--- config.mk ---
export PLATFORM = sky130hd
export DESIGN_NAME = seq_det_scheduler
export DESIGN_NICKNAME = d
export VERILOG_FILES = /design/src/rtl/seq_det_scheduler.sv
export SDC_FILE = /design/constraint.sdc
export NUM_CORES = 1
export LEC_CHECK = 0
export ABC_AREA = 1
export CAP_MARGIN = 20
export CORE_MARGIN = 2
export CORE_UTILIZATION = 38
export CTS_BUF_LIST = sky130_fd_sc_hd__clkbuf_8
export DETAILED_ROUTE_END_ITERATION = 12
export GPL_ROUTABILITY_DRIVEN = 0
export GPL_TIMING_DRIVEN = 0
export PLACE_DENSITY = 0.53
export SETUP_SLACK_MARGIN = 0.4
export SLEW_MARGIN = 5
export SYNTH_ARGS = -nofsm -noshare
export SYNTH_HDL_FRONTEND = slang
export SYNTH_SLANG_ARGS = --single-unit
export TNS_END_PERCENT = 5
--- constraint.sdc ---
create_clock -name clk -period 7.4 [get_ports clk]
set_input_delay 1.48 -clock clk [delete_from_list [all_inputs] [get_ports clk]]
set_output_delay 1.48 -clock clk [all_outputs]
set_load 0.02 [all_outputs]
--- src/rtl/seq_det_scheduler.sv ---
// seq_det_scheduler: round-robin arbiter over NCH serial bit streams with a
// per-channel 4-bit pattern detector and saturating per-channel match counters.
module seq_det_scheduler #(
    parameter int          NCH     = 4,
    parameter logic [3:0]  PATTERN = 4'b1101,
    parameter bit          OVERLAP = 1'b1
) (
    input  logic           clk,
    input  logic           rst,
    input  logic           enable,
    input  logic           clear,
    input  logic [NCH-1:0] in_valid,
    input  logic [NCH-1:0] in_bit,
    output logic [NCH-1:0] in_ready,
    input  logic           cfg_we,
    input  logic [3:0]     cfg_pattern,
    output logic           match_valid,
    output logic [2:0]     match_ch,
    output logic           busy,
    input  logic [2:0]     cnt_sel,
    output logic [7:0]     cnt_out
);

    typedef enum logic {
        S_IDLE,
        S_RUN
    } state_t;

    state_t      state_q, state_d;
    logic [2:0]  ptr_q, ptr_d;          // first channel examined by the next search
    logic [3:0]  pat_q, pat_d;
    logic [2:0]  hist_q [NCH];
    logic [2:0]  hist_d [NCH];
    logic [1:0]  fill_q [NCH];
    logic [1:0]  fill_d [NCH];
    logic [7:0]  cnt_q  [NCH];
    logic [7:0]  cnt_d  [NCH];
    logic        match_valid_q, match_valid_d;
    logic [2:0]  match_ch_q, match_ch_d;

    logic [NCH-1:0] grant;
    logic           gnt_any;
    logic [2:0]     gnt_idx;
    int unsigned    idx;
    logic           hit;

    // Round-robin search from ptr_q, wrapping; only granted while in RUN
    always_comb begin
        grant   = '0;
        gnt_any = 1'b0;
        gnt_idx = '0;
        idx     = 0;
        if (state_q == S_RUN) begin
            for (int unsigned k = 0; k < NCH; k++) begin
                idx = {29'd0, ptr_q} + k;
                if (idx >= NCH) begin
                    idx = idx - NCH;
                end
                if (!gnt_any && in_valid[idx]) begin
                    gnt_any    = 1'b1;
                    gnt_idx    = 3'(idx);
                    grant[idx] = 1'b1;
                end
            end
        end
    end

    assign in_ready = grant;

    // Next-state: FSM, pointer, pattern, granted channel context, counters, match pulse
    always_comb begin
        state_d       = enable ? S_RUN : S_IDLE;
        ptr_d         = ptr_q;
        pat_d         = pat_q;
        match_valid_d = 1'b0;
        match_ch_d    = '0;
        hit           = 1'b0;
        for (int unsigned i = 0; i < NCH; i++) begin
            hist_d[i] = hist_q[i];
            fill_d[i] = fill_q[i];
            cnt_d[i]  = cnt_q[i];
        end

        if (gnt_any) begin
            ptr_d = (gnt_idx == 3'(NCH - 1)) ? '0 : gnt_idx + 3'd1;
        end

        for (int unsigned i = 0; i < NCH; i++) begin
            if (gnt_any && (gnt_idx == 3'(i))) begin
                hit = (fill_q[i] == 2'd3) && ({hist_q[i], in_bit[i]} == pat_q);
                if (hit && !clear) begin
                    match_valid_d = 1'b1;
                    match_ch_d    = 3'(i);
                    if (cnt_q[i] != 8'hFF) begin
                        cnt_d[i] = cnt_q[i] + 8'd1;
                    end
                end
                if (hit && !OVERLAP) begin
                    hist_d[i] = '0;
                    fill_d[i] = '0;
                end else begin
                    hist_d[i] = {hist_q[i][1:0], in_bit[i]};
                    if (fill_q[i] != 2'd3) begin
                        fill_d[i] = fill_q[i] + 2'd1;
                    end
                end
            end
        end

        // clear wins over any same-cycle transfer; pattern and pointer are untouched
        if (clear) begin
            for (int unsigned i = 0; i < NCH; i++) begin
                hist_d[i] = '0;
                fill_d[i] = '0;
                cnt_d[i]  = '0;
            end
        end

        if (cfg_we && (state_q == S_IDLE)) begin
            pat_d = cfg_pattern;
        end
    end

    // State and output registers with asynchronous active-low reset
    always_ff @(posedge clk or negedge rst) begin
        if (!rst) begin
            state_q       <= S_IDLE;
            ptr_q         <= '0;
            pat_q         <= PATTERN;
            match_valid_q <= 1'b0;
            match_ch_q    <= '0;
            for (int unsigned i = 0; i < NCH; i++) begin
                hist_q[i] <= '0;
                fill_q[i] <= '0;
                cnt_q[i]  <= '0;
            end
        end else begin
            state_q       <= state_d;
            ptr_q         <= ptr_d;
            pat_q         <= pat_d;
            match_valid_q <= match_valid_d;
            match_ch_q    <= match_ch_d;
            for (int unsigned i = 0; i < NCH; i++) begin
                hist_q[i] <= hist_d[i];
                fill_q[i] <= fill_d[i];
                cnt_q[i]  <= cnt_d[i];
            end
        end
    end

    assign match_valid = match_valid_q;
    assign match_ch    = match_ch_q;
    assign busy        = (state_q == S_RUN);

    // Counter readback; out-of-range selects read as zero
    always_comb begin
        cnt_out = '0;
        for (int unsigned i = 0; i < NCH; i++) begin
            if (cnt_sel == 3'(i)) begin
                cnt_out = cnt_q[i];
            end
        end
    end

endmodule
==> results of run 1 <==
[cell families (layout without fill, tap and decap cells)]
family / count (synthesis) / after routing / synth area share, %
AO/OA/AOI/OAI: 56 / 56 / 8.168
multiplexers: 1 / 1 / 0.2588
adder cells (fa/ha/maj): 18 / 18 / 5.177
other: 1 / 1 / 0.08620
XOR/XNOR: 23 / 23 / 4.631
buffers and inverters: 74 / 124 / 6.758
AND/OR/NAND/NOR: 341 / 341 / 38.60
flip-flops: 63 / 63 / 36.32
[layout by cell type (no fill, tap or decap), drive strengths merged, types with 4 or more instances in the layout]
| cell | count |
|---|---|
| inv | 60 |
| o21ai | 19 |
| xnor2 | 8 |
| o31ai | 4 |
| nor3 | 8 |
| xor2 | 15 |
| a21oi | 15 |
| nor2 | 62 |
| nand4 | 16 |
| o22ai | 4 |
| ha | 18 |
| clkbuf | 21 |
| nand3 | 87 |
| dfrtp | 60 |
| nand2 | 162 |
| o2111ai | 7 |
| buf | 6 |
| clkdlybuf4s50 | 32 |
[registers in the layout, summed over array words and instances, names as in the netlist]
register,flops
busy,1
match_valid,1
fill_q,8
pat_q,4
match_ch,2
ptr_q,3
hist_q,12
cnt_q,32
[worst max-delay path by stage]
stage                           start           to  slack [ns]  cells after the start
final                     in_valid[3]  in_ready[0]        2.11                     13
after global routing      in_valid[3]  in_ready[0]        1.90                     13
after CTS                 in_valid[3]  in_ready[0]        2.12                     13
after detailed placement  in_valid[3]  in_ready[0]        2.13                     13
after global placement    in_valid[1]  in_ready[0]        2.19                     13
after floorplan           in_valid[1]  in_ready[0]        3.13                     11
[power groups by stage]
stage / combinational (mW) / sequential (mW) / clock (mW)
CTS: 0.585 / 0.417 / 0.323
global route: 0.651 / 0.424 / 0.338
floorplan: 0.448 / 0.413 / 0
finish: 0.585 / 0.418 / 0.311
global placement: 0.574 / 0.423 / 0
detailed placement: 0.583 / 0.424 / 0
[tightest hold or removal path: stages (launching register included)]
cell,delay (ns)
dfrtp_1,0.39
nand2_1,0.07
a21oi_1,0.05
[metrics by stage]
stage	worst slack, ns	hold slack [ns]	utilization (%)
6_report	2.114	0.5407	45.02
5_1_grt	1.902	0.5521	45.02
4_1_cts	2.123	0.5413	45.02
3_5_place_dp	2.126	0.5277	43.27
3_3_place_gp	2.185	0.5214	43.11
2_1_floorplan	3.126	0.4963	-
[cell type report]
type / instances / share of cell area, %
Timing Repair Buffer: 34 / 6.854
Inverter: 59 / 4.364
Clock buffer: 10 / 2.712
Tap cell: 143 / 3.526
Sequential cell: 63 / 31.14
Clock inverter: 6 / 1.183
Buffer: 15 / 1.430
Multi-Input combinational cell: 440 / 48.79
[synthesized netlist by cell type (2+ instances only)]
cell type / instances / area share, %
nand2_1: 149 / 13
nand3_1: 81 / 9.3
dfrtp_1: 60 / 35
nor2_1: 54 / 4.7
inv_1: 53 / 4.6
ha_1: 18 / 5.2
xor2_1: 15 / 3.0
a21oi_1: 14 / 1.6
nand4_1: 12 / 1.7
clkbuf_1: 11 / 0.95
o21ai_0: 9 / 1.0
o21ai_1: 9 / 1.0
nor3_1: 8 / 0.92
xnor2_1: 8 / 1.6
nand2_2: 7 / 1.0
nor2_4: 7 / 1.8
o2111ai_1: 7 / 1.4
nand3_2: 6 / 1.4
inv_2: 5 / 0.43
nand2_4: 5 / 1.3
nand4_4: 4 / 2.0
o22ai_1: 4 / 0.58
o31ai_1: 4 / 0.69
dfstp_2: 3 / 1.8
nor3b_1: 3 / 0.52
a211oi_1: 2 / 0.35
a22oi_1: 2 / 0.35
[metal layers]
| metal | global-route usage, % | routed length (um) |
|---|---|---|
| met3 | 5.960 | 537 |
| met5 | 0 | 0 |
| met4 | 5.583 | 136 |
| met1 | 25.66 | 5502 |
| met2 | 33.09 | 5525 |
==> out/qor.txt, run 1 <==
RSZ-0062 raised after global routing -> false
detailed placement HPWL -> 8.453 mm
Fillers -> 1140
CTS buffer count -> 9
max-cap check violation count -> 0
Net Switching -> 575.3 uW
Critical-path top delay cell -> clkdlybuf4s50_1
Least-Margin Pin Slew -> 0.9442 ns
slowest cell delay on critical path -> 0.62 ns
# setup viols final -> 0
switching share of total power -> 43.80%
# DRC -> 0
cell depth of the worst flop-to-flop path -> 19
Tcrit/Tclk final -> 71.43%
Final Hold Vio Count -> 0
critical path fanouts, max -> 7
I/O Buffers -> 33
yosys synthesis warning count -> 0
Syn Inst Count -> 577
number of synthesized flops with an enable pin -> 0
Inserted Diodes -> 0
non-filler cells, final -> 770
maximum clock rate -> 189.2 MHz
sequential area share after synthesis -> 36.32%
Comb pwr share -> 44.5%
Setup Skew -> 0.01334 ns
CP endpoint kind -> output pin
Root Buffer -> clkbuf_8
cell area power density -> 258.8 nW/um2
P_int -> 738.2 uW
GRT Total Usage -> 20.06%
Top FF cell, synth -> dfrtp_1
CTS tree -> yes
Net count, final -> 660
Die ar. -> 12320 um2
Synth Cell Area -> 4350 um2
final WL -> 11.70 mm
initial core utilization -> 38.59%
crit-path cells -> clkdlybuf4s50_1, inv_1, nand2_1, nand3_2, nand2_4, nor2_4, nand2_4, inv_2, nand2_2, nor2_1, nand2_1, a31oi_1, clkdlybuf4s50_1
# clock sinks -> 63
Pre-Repair DR Iteration Count -> 4
Top Ports -> 37
Async SR Flop Fraction -> 100.0%
Final ANT Viol Nets -> 0
status -> finished, final reports clean
cell area after layout -> 5075 um2
post-synthesis cell type count -> 44
vias in the first global route -> 3970
CTS max path bufs -> 2
initial antenna violation count -> 0
postcts setup bufs -> 0
initial DRC count -> 278
Power, Total -> 1.314 mW
WP buf/inv -> 4
H-tree Lvls -> 3
Final min period -> 5.286 ns
Post-CTS Resized -> 0
Relative slew margins -> 36.48%
Post-Syn Nets -> 615
Reg power frac -> 31.8%
via count -> 3977
Vias per Instance -> 5.165
area of the multi-input gates -> 2476 um2
hold path endpoint -> fill_q[7]$_DFFE_PN0P_
WP data arrival -> 3.81 ns
global-route wire length before repair -> 19.83 mm
top cell family by delay on the critical path -> buffers and inverters
Worst-Skew Late Latency -> 0.37 ns
y dimension of the die -> 111.0 um
min-delay worst type -> reg2reg
Yosys reg bits -> 63
startpoint class of the critical path -> input pin
row cnt -> 39
clk slew on worst S/H paths -> 0.07 ns
Storage cell area -> 1580 um2
leakage power -> 2.343 nW
Hold Path Stages -> 2
post-placement cell count -> 754
# hold bufs at CTS -> 0
core footprint -> 11270 um2
clock power share -> 23.7%
worst hold start -> fill_q[7]$_DFFE_PN0P_
Req. time, crit path -> 5.92 ns
critical path type -> in2out
wire per inst -> 15.20 um
VDD IR max -> 0.1806 mV
reg2reg start -> ptr_q[1]$_DFFE_PN0P_
reg2reg setup slack -> 4.02 ns
Avg Cell Area, Syn -> 7.540 um2
largest net degree at the start of global routing -> 36
Area Overhead vs Synth -> 16.65%
Max Slew Vio Count -> 0
chip width -> 111.0 um
Congestion Overflow GR -> 0
Post-DP Area -> 4877 um2
total negative slack -> 0 ns
fraction of layout cells with a size suffix above 1 -> 10.21%
RR Endpoint -> cnt_q[5]$_DFFE_PN0P_
Power figures use the tool's default switching activity.
==> run 2: changes to the inputs <==
--- a/config.mk
+++ b/config.mk
@@ -13,7 +13,7 @@
 export DETAILED_ROUTE_END_ITERATION = 12
 export GPL_ROUTABILITY_DRIVEN = 0
 export GPL_TIMING_DRIVEN = 0
-export PLACE_DENSITY = 0.53
+export PLACE_DENSITY = 0.55
 export SETUP_SLACK_MARGIN = 0.4
 export SLEW_MARGIN = 5
 export SYNTH_ARGS = -nofsm -noshare
==> constraint.sdc (replaced) <==
create_clock -name clk -period 4.4 [get_ports clk]
set_input_delay 0.88 -clock clk [delete_from_list [all_inputs] [get_ports clk]]
set_output_delay 0.88 -clock clk [all_outputs]
set_load 0.02 [all_outputs]
==> run 2 against run 1 <==
Against the previous run: combinational power increased by 67%; highest routed layer unchanged; via count increased by 1.5%; register-to-register slack worse by 2.9 ns; critical path depth unchanged; die area unchanged; cell area decreased by 0.59%; count of clock-buffer cells in the layout up 1.
==> out/qor.txt, run 2 (same netlist as run 1, synthesis figures left out) <==
status -> finished, final reports clean
Biggest register -> cnt_q
initial antenna violation count -> 0 (unchanged)
VDD IR max -> 0.2220 mV (+23%)
Root Buffer -> clkbuf_8
largest net degree at the start of global routing -> 64 (+78%)
Net count, final -> 659 (-0.15%)
row cnt -> 39 (unchanged)
Largest register FFs -> 32 (unchanged)
# clock sinks -> 63 (unchanged)
global-route wire length before repair -> 19.58 mm (-1.3%)
wire per inst -> 14.80 um (-2.6%)
Hold WS -> 0.5387 ns (-0.002004 ns)
switching share of total power -> 44.70% (+0.90 points)
maximum clock rate -> 252.2 MHz
Max Slew Vio Count -> 0 (unchanged)
total negative slack -> 0 ns (unchanged)
core footprint -> 11270 um2 (unchanged)
Req. time, crit path -> 3.52 ns (-2.40 ns)
commonest non-fill, non-tap cell in the layout -> nand2_1
CP endpoint kind -> output pin
crit-path cells -> clkdlybuf4s50_1, inv_1, nand2_1, nand3_1, nand2_4, nor2_4, nand2_4, inv_2, nand2_2, nor2_1, a21oi_1, nor2_1, clkdlybuf4s50_1
min-delay worst type -> reg2reg
Die ar. -> 12320 um2 (unchanged)
top flop regs -> cnt_q x32, hist_q x12, fill_q x8
Critical-path top delay cell -> clkdlybuf4s50_1
Final Hold Vio Count -> 0 (unchanged)
leakage power -> 2.336 nW (-0.30%)
max-cap check violation count -> 0 (unchanged)
final WL -> 11.38 mm (-2.7%)
post-placement cell count -> 753 (-0.13%)
most frequent cells in the layout -> nand2_1, nand3_1, dfrtp_1
# DRC -> 0 (unchanged)
RSZ-0062 raised after global routing -> true
P_int -> 1.196 mW (+62%)
slowest cell delay on critical path -> 0.61 ns (about the same)
chip width -> 111.0 um (unchanged)
Relative slew margins -> 37.79% (+1.3 points)
clk slew on worst S/H paths -> 0.07 ns (about the same)
fraction of layout cells with a size suffix above 1 -> 10.54% (+0.34 points)
critical path type -> in2out
critical path fanouts, max -> 7 (unchanged)
clock power share -> 22.2% (-1.5 points)
Area Overhead vs Synth -> 15.96%
# setup viols final -> 0 (unchanged)
Final ANT Viol Nets -> 0 (unchanged)
via count -> 4035 (+1.5%)
Final min period -> 3.965 ns
detailed placement HPWL -> 8.162 mm (-3.4%)
Vias per Instance -> 5.247 (+1.6%)
CTS max path bufs -> 2 (unchanged)
Comb pwr share -> 45.2% (+0.7 points)
# hold bufs at CTS -> 0 (unchanged)
Worst-Skew Late Latency -> 0.36 ns (about the same)
initial core utilization -> 38.59% (unchanged)
startpoint class of the critical path -> input pin
H-tree Lvls -> 3 (unchanged)
Least-Margin Pin Slew -> 0.9247 ns (-0.01946 ns)
Inserted Diodes -> 0 (unchanged)
Setup Skew -> 0.01452 ns (+0.001179 ns)
Tcrit/Tclk final -> 90.12%
CTS buffer count -> 9 (unchanged)
y dimension of the die -> 111.0 um (unchanged)
I/O Buffers -> 33 (unchanged)
CTS tree -> yes
GRT Total Usage -> 19.59% (-0.47 points)
Pre-Repair DR Iteration Count -> 5 (+1)
non-filler cells, final -> 769 (-0.13%)
cell area power density -> 428.5 nW/um2 (+66%)
Net Switching -> 966.2 uW (+68%)
WP data arrival -> 3.09 ns (-0.72 ns)
Fillers -> 1149 (+0.79%)
initial DRC count -> 223 (-20%)
vias in the first global route -> 3927 (-1.1%)
Top Ports -> 37 (unchanged)
Reg power frac -> 32.6% (+0.8 points)
Congestion Overflow GR -> 0 (unchanged)
run 2: cell types whose count changed in the layout (fill, tap and decap cells not counted):
cell | previous run | this run
dlymetal6s2s_1 | 0 | 1
buf_12 | 1 | 0
clkdlybuf4s50_1 | 32 | 30
inv_1 | 54 | 53
dfrtp_1 | 60 | 58
dfrtp_2 | 0 | 2
dlygate4sd2_1 | 0 | 1
clkinvlp_4 | 1 | 3
clkbuf_8 | 10 | 11
inv_6 | 1 | 0
bufinv_16 | 1 | 0
run 2: area by class of cell:
type,count,area [um2],area share [%]
sequential,63,1583,31.37
clock inverter,5,32.53,0.6448
timing repair buffer,33,329.1,6.523
clock buffer,11,151.4,3.001
inverter,59,221.5,4.390
multi-input combinational,440,2476,49.08
tap,143,178.9,3.547
buffer,15,72.57,1.438
run 2: through the flow:
step | instance area, um2 | setup WS (ns) | power [mW] | util [%]
after floorplan | 4350 | 1.326 | 1.448 | -
after global placement | 4860 | 0.1753 | 1.672 | 43.11
after detailed placement | 4857 | 0.3513 | 1.690 | 43.09
after CTS | 5042 | 0.3874 | 2.180 | 44.73
after global routing | 5045 | 0.2049 | 2.323 | 44.76
final | 5045 | 0.4347 | 2.162 | 44.76
run 2: critical path, delay by kind of cell:
kind / cells / cell delay (ns)
buffers and inverters: 4 / 1.15
AOI/OAI and AO/OA: 1 / 0.09
and+or+nand+nor: 8 / 0.96
run 2: final timing paths:
| kind | start | end | slack, ns | cells past startpoint |
|---|---|---|---|---|
| max in group asynchronous | rst | ptr_q[0]$_DFFE_PN0P_ | 3.19 | 1 |
| worst max-delay path | in_valid[1] | in_ready[1] | 0.43 | 13 |
| worst min-delay path | fill_q[1]$_DFFE_PN0P_ | fill_q[1]$_DFFE_PN0P_ | 0.54 | 2 |
| min in group asynchronous | rst | ptr_q[2]$_DFFE_PN0P_ | 0.61 | 1 |
| worst min register to register | fill_q[1]$_DFFE_PN0P_ | fill_q[1]$_DFFE_PN0P_ | 0.54 | 2 |
| worst max register to register | ptr_q[1]$_DFFE_PN0P_ | cnt_q[11]$_DFFE_PN0P_ | 1.15 | 17 |
run 2: routing by layer:
layer	vias to the layer above	global-route usage [%]	wire [um]
li1	1998	-	-
met1	1907	26.26	5257
met2	110	30.76	5304
met3	20	5.249	588
met4	0	6.583	233
met5	-	0	0
run 2: what timing repair did:
action	in CTS	in global routing
buffers inserted	0	0
endpoints found under the setup margin	3	9
gates resized for setup	3	1
run 2: power groups by stage:
stage	Combinational, mW	Sequential [mW]	Clock, mW
global route	1.09	0.716	0.519
floorplan	0.754	0.694	0
global placement	0.960	0.712	0
finish	0.977	0.706	0.479
CTS	0.978	0.705	0.497
detailed placement	0.977	0.713	0
==> run 3: changes to the inputs <==
--- a/config.mk
+++ b/config.mk
@@ -15,6 +15,7 @@
 export GPL_TIMING_DRIVEN = 0
 export PLACE_DENSITY = 0.55
 export SETUP_SLACK_MARGIN = 0.4
+export SKIP_CTS_REPAIR_TIMING = 1
 export SLEW_MARGIN = 5
 export SYNTH_ARGS = -nofsm -noshare
 export SYNTH_HDL_FRONTEND = slang
==> run 3 against run 2 <==
Against the previous run: maximum frequency fell by 1.0%; worst hold slack about the same; flip-flop and latch count stayed put; sequential power about the same; routed wire length barely moved; clock skew fell by 0.00079 ns; clock power is essentially flat; cell count did not move; worst setup slack got worse by 0.041 ns; global-route usage is the same; critical path type unchanged; critical endpoint is now in_ready[2]; largest power group unchanged; highest routed layer unchanged.
==> out/qor.txt, run 3 (same netlist as run 1, synthesis figures left out) <==
status -> finished, final reports clean
slowest cell delay on critical path -> 0.61 ns (about the same)
critical path type -> in2out
initial antenna violation count -> 0 (unchanged)
Critical-path top delay cell -> clkdlybuf4s50_1
# clock sinks -> 63 (unchanged)
CP endpoint kind -> output pin
met3 usage -> 5.249% (unchanged)
I/O Buffers -> 33 (unchanged)
met1 Use GR -> 26.26% (unchanged)
Biggest register -> cnt_q
CTS buffer count -> 9 (unchanged)
Inserted Diodes -> 0 (unchanged)
CTS max path bufs -> 2 (unchanged)
fraction of layout cells with a size suffix above 1 -> 10.54% (unchanged)
# setup viols final -> 0 (unchanged)
max-cap check violation count -> 0 (unchanged)
Pre-Repair DR Iteration Count -> 4 (-1)
worst hold start -> fill_q[1]$_DFFE_PN0P_
cell area power density -> 429.1 nW/um2 (+0.13%)
RR Endpoint -> cnt_q[11]$_DFFE_PN0P_
RSZ-0062 raised after global routing -> true
Root Buffer -> clkbuf_8
H-tree Lvls -> 3 (unchanged)
reg2reg setup slack -> 1.14 ns (about the same)
Area Overhead vs Synth -> 15.99% (about the same)
cell area after layout -> 5046 um2 (about the same)
Final min period -> 4.006 ns (+0.04086 ns)
Final ANT Viol Nets -> 0 (unchanged)
core footprint -> 11270 um2 (unchanged)
grt met2 use -> 30.76% (unchanged)
Relative slew margins -> 37.90% (+0.12 points)
top flop regs -> cnt_q x32, hist_q x12, fill_q x8
startpoint class of the critical path -> input pin
Die ar. -> 12320 um2 (unchanged)
total negative slack -> 0 ns (unchanged)
reg2reg start -> ptr_q[1]$_DFFE_PN0P_
detailed placement HPWL -> 8.162 mm (unchanged)
wire per inst -> 14.80 um (about the same)
row cnt -> 39 (unchanged)
Req. time, crit path -> 3.52 ns (about the same)
cell depth of the worst flop-to-flop path -> 17 (unchanged)
via count -> 4027 (-0.20%)
final WL -> 11.38 mm (about the same)
Post-DP Area -> 4857 um2 (unchanged)
Max Slew Vio Count -> 0 (unchanged)
WP data arrival -> 3.13 ns (+0.04 ns)
crit-path cells -> clkdlybuf4s50_1, inv_1, nand2_1, nand3_1, nand2_4, nor2_4, nand2_4, inv_2, nand2_2, nor2_1, nand2_1, a21oi_1, clkdlybuf4s50_1
Tcrit/Tclk final -> 91.05% (+0.93 points)
hold path endpoint -> fill_q[1]$_DFFE_PN0P_
# DRC -> 0 (unchanged)
Final Hold Vio Count -> 0 (unchanged)
Worst-Skew Late Latency -> 0.36 ns (about the same)
vias in the first global route -> 3927 (unchanged)
Congestion Overflow GR -> 0 (unchanged)
clk slew on worst S/H paths -> 0.07 ns (about the same)
Largest register FFs -> 32 (unchanged)
Least-Margin Pin Slew -> 0.9230 ns (-0.001735 ns)
commonest non-fill, non-tap cell in the layout -> nand2_1
chip width -> 111.0 um (unchanged)
Top Ports -> 37 (unchanged)
initial DRC count -> 210 (-5.8%)
Hold Path Stages -> 2 (unchanged)
min-delay worst type -> reg2reg
Net count, final -> 659 (unchanged)
largest net degree at the start of global routing -> 64 (unchanged)
critical path fanouts, max -> 7 (unchanged)
GRT Total Usage -> 19.59% (unchanged)
most frequent cells in the layout -> nand2_1, nand3_1, dfrtp_1
leakage power -> 2.332 nW (-0.18%)
VDD IR max -> 0.2315 mV (+4.3%)
Vias per Instance -> 5.237 (-0.20%)
most used routing layer -> met2
maximum clock rate -> 249.6 MHz (-1.0%)
Fillers -> 1150 (+0.087%)
CTS tree -> yes
y dimension of the die -> 111.0 um (unchanged)
area of the multi-input gates -> 2476 um2 (unchanged)
Storage cell area -> 1583 um2 (unchanged)
Setup Skew -> 0.01372 ns (-0.0007925 ns)
global-route wire length before repair -> 19.58 mm (unchanged)
initial core utilization -> 38.59% (unchanged)
## run 3: cell count changes in the layout (fill, tap and decap cells not counted)
cell             delta
dlygate4sd2_1       -1
clkdlybuf4s50_1     +1
## run 3: critical path: cells and delay by family
kind | cells | cell delay, ns
AO/OA/AOI/OAI | 1 | 0.14
buffers and inverters | 4 | 1.16
AND/OR/NAND/NOR | 8 | 0.95
## run 3: through the flow
stage / total power [mW] / hold slack, ns / utilization [%] / std cells / setup slack, ns
after floorplan: 1.448 / 0.4963 / - / 577 / 1.326
after global routing: 2.327 / 0.5692 / 44.77 / 769 / 0.1909
after detailed placement: 1.690 / 0.5326 / 43.09 / 753 / 0.3513
final: 2.165 / 0.5389 / 44.77 / 769 / 0.3938
after global placement: 1.672 / 0.5219 / 43.11 / 753 / 0.1753
after CTS: 2.181 / 0.5442 / 44.72 / 769 / 0.2954
## run 3: area by class of cell
| cell class | instances | share of cell area [%] |
|---|---|---|
| multi-input cells | 440 | 49.07 |
| flip-flops and latches | 63 | 31.37 |
| repair buffers | 33 | 6.546 |
| inverters | 59 | 4.389 |
| well taps | 143 | 3.546 |
| clock buffers | 11 | 3.000 |
| plain buffers | 15 | 1.438 |
| clock inverters | 5 | 0.6447 |
## run 3: how the worst max path moves through the flow
stage                                     from              endpoint  slack [ns]  cells after the start
final                              in_valid[1]           in_ready[2]        0.39                     13
after global routing               in_valid[1]           in_ready[2]        0.19                     13
after CTS                 ptr_q[1]$_DFFE_PN0P_           in_ready[0]        0.30                     13
after detailed placement           in_valid[1]           in_ready[0]        0.35                     13
after global placement                     rst  cnt_q[9]$_DFFE_PN0P_        0.18                      1
after floorplan                    in_valid[1]           in_ready[0]        1.33                     11
## run 3: metal layers
metal  wire [um]  vias up  share of wire, %
met5           0        -                 0
met4         229        0               2.0
met3         656       18               5.8
met2        5269      111                46
met1        5225     1899                46
li1            -     1999                 -
## run 3: report_power, final
part | internal (mW) | total (mW) | switching (mW)
logic | 0.327 | 0.981 | 0.654
registers | 0.639 | 0.705 | 0.0668
clock network | 0.233 | 0.479 | 0.246
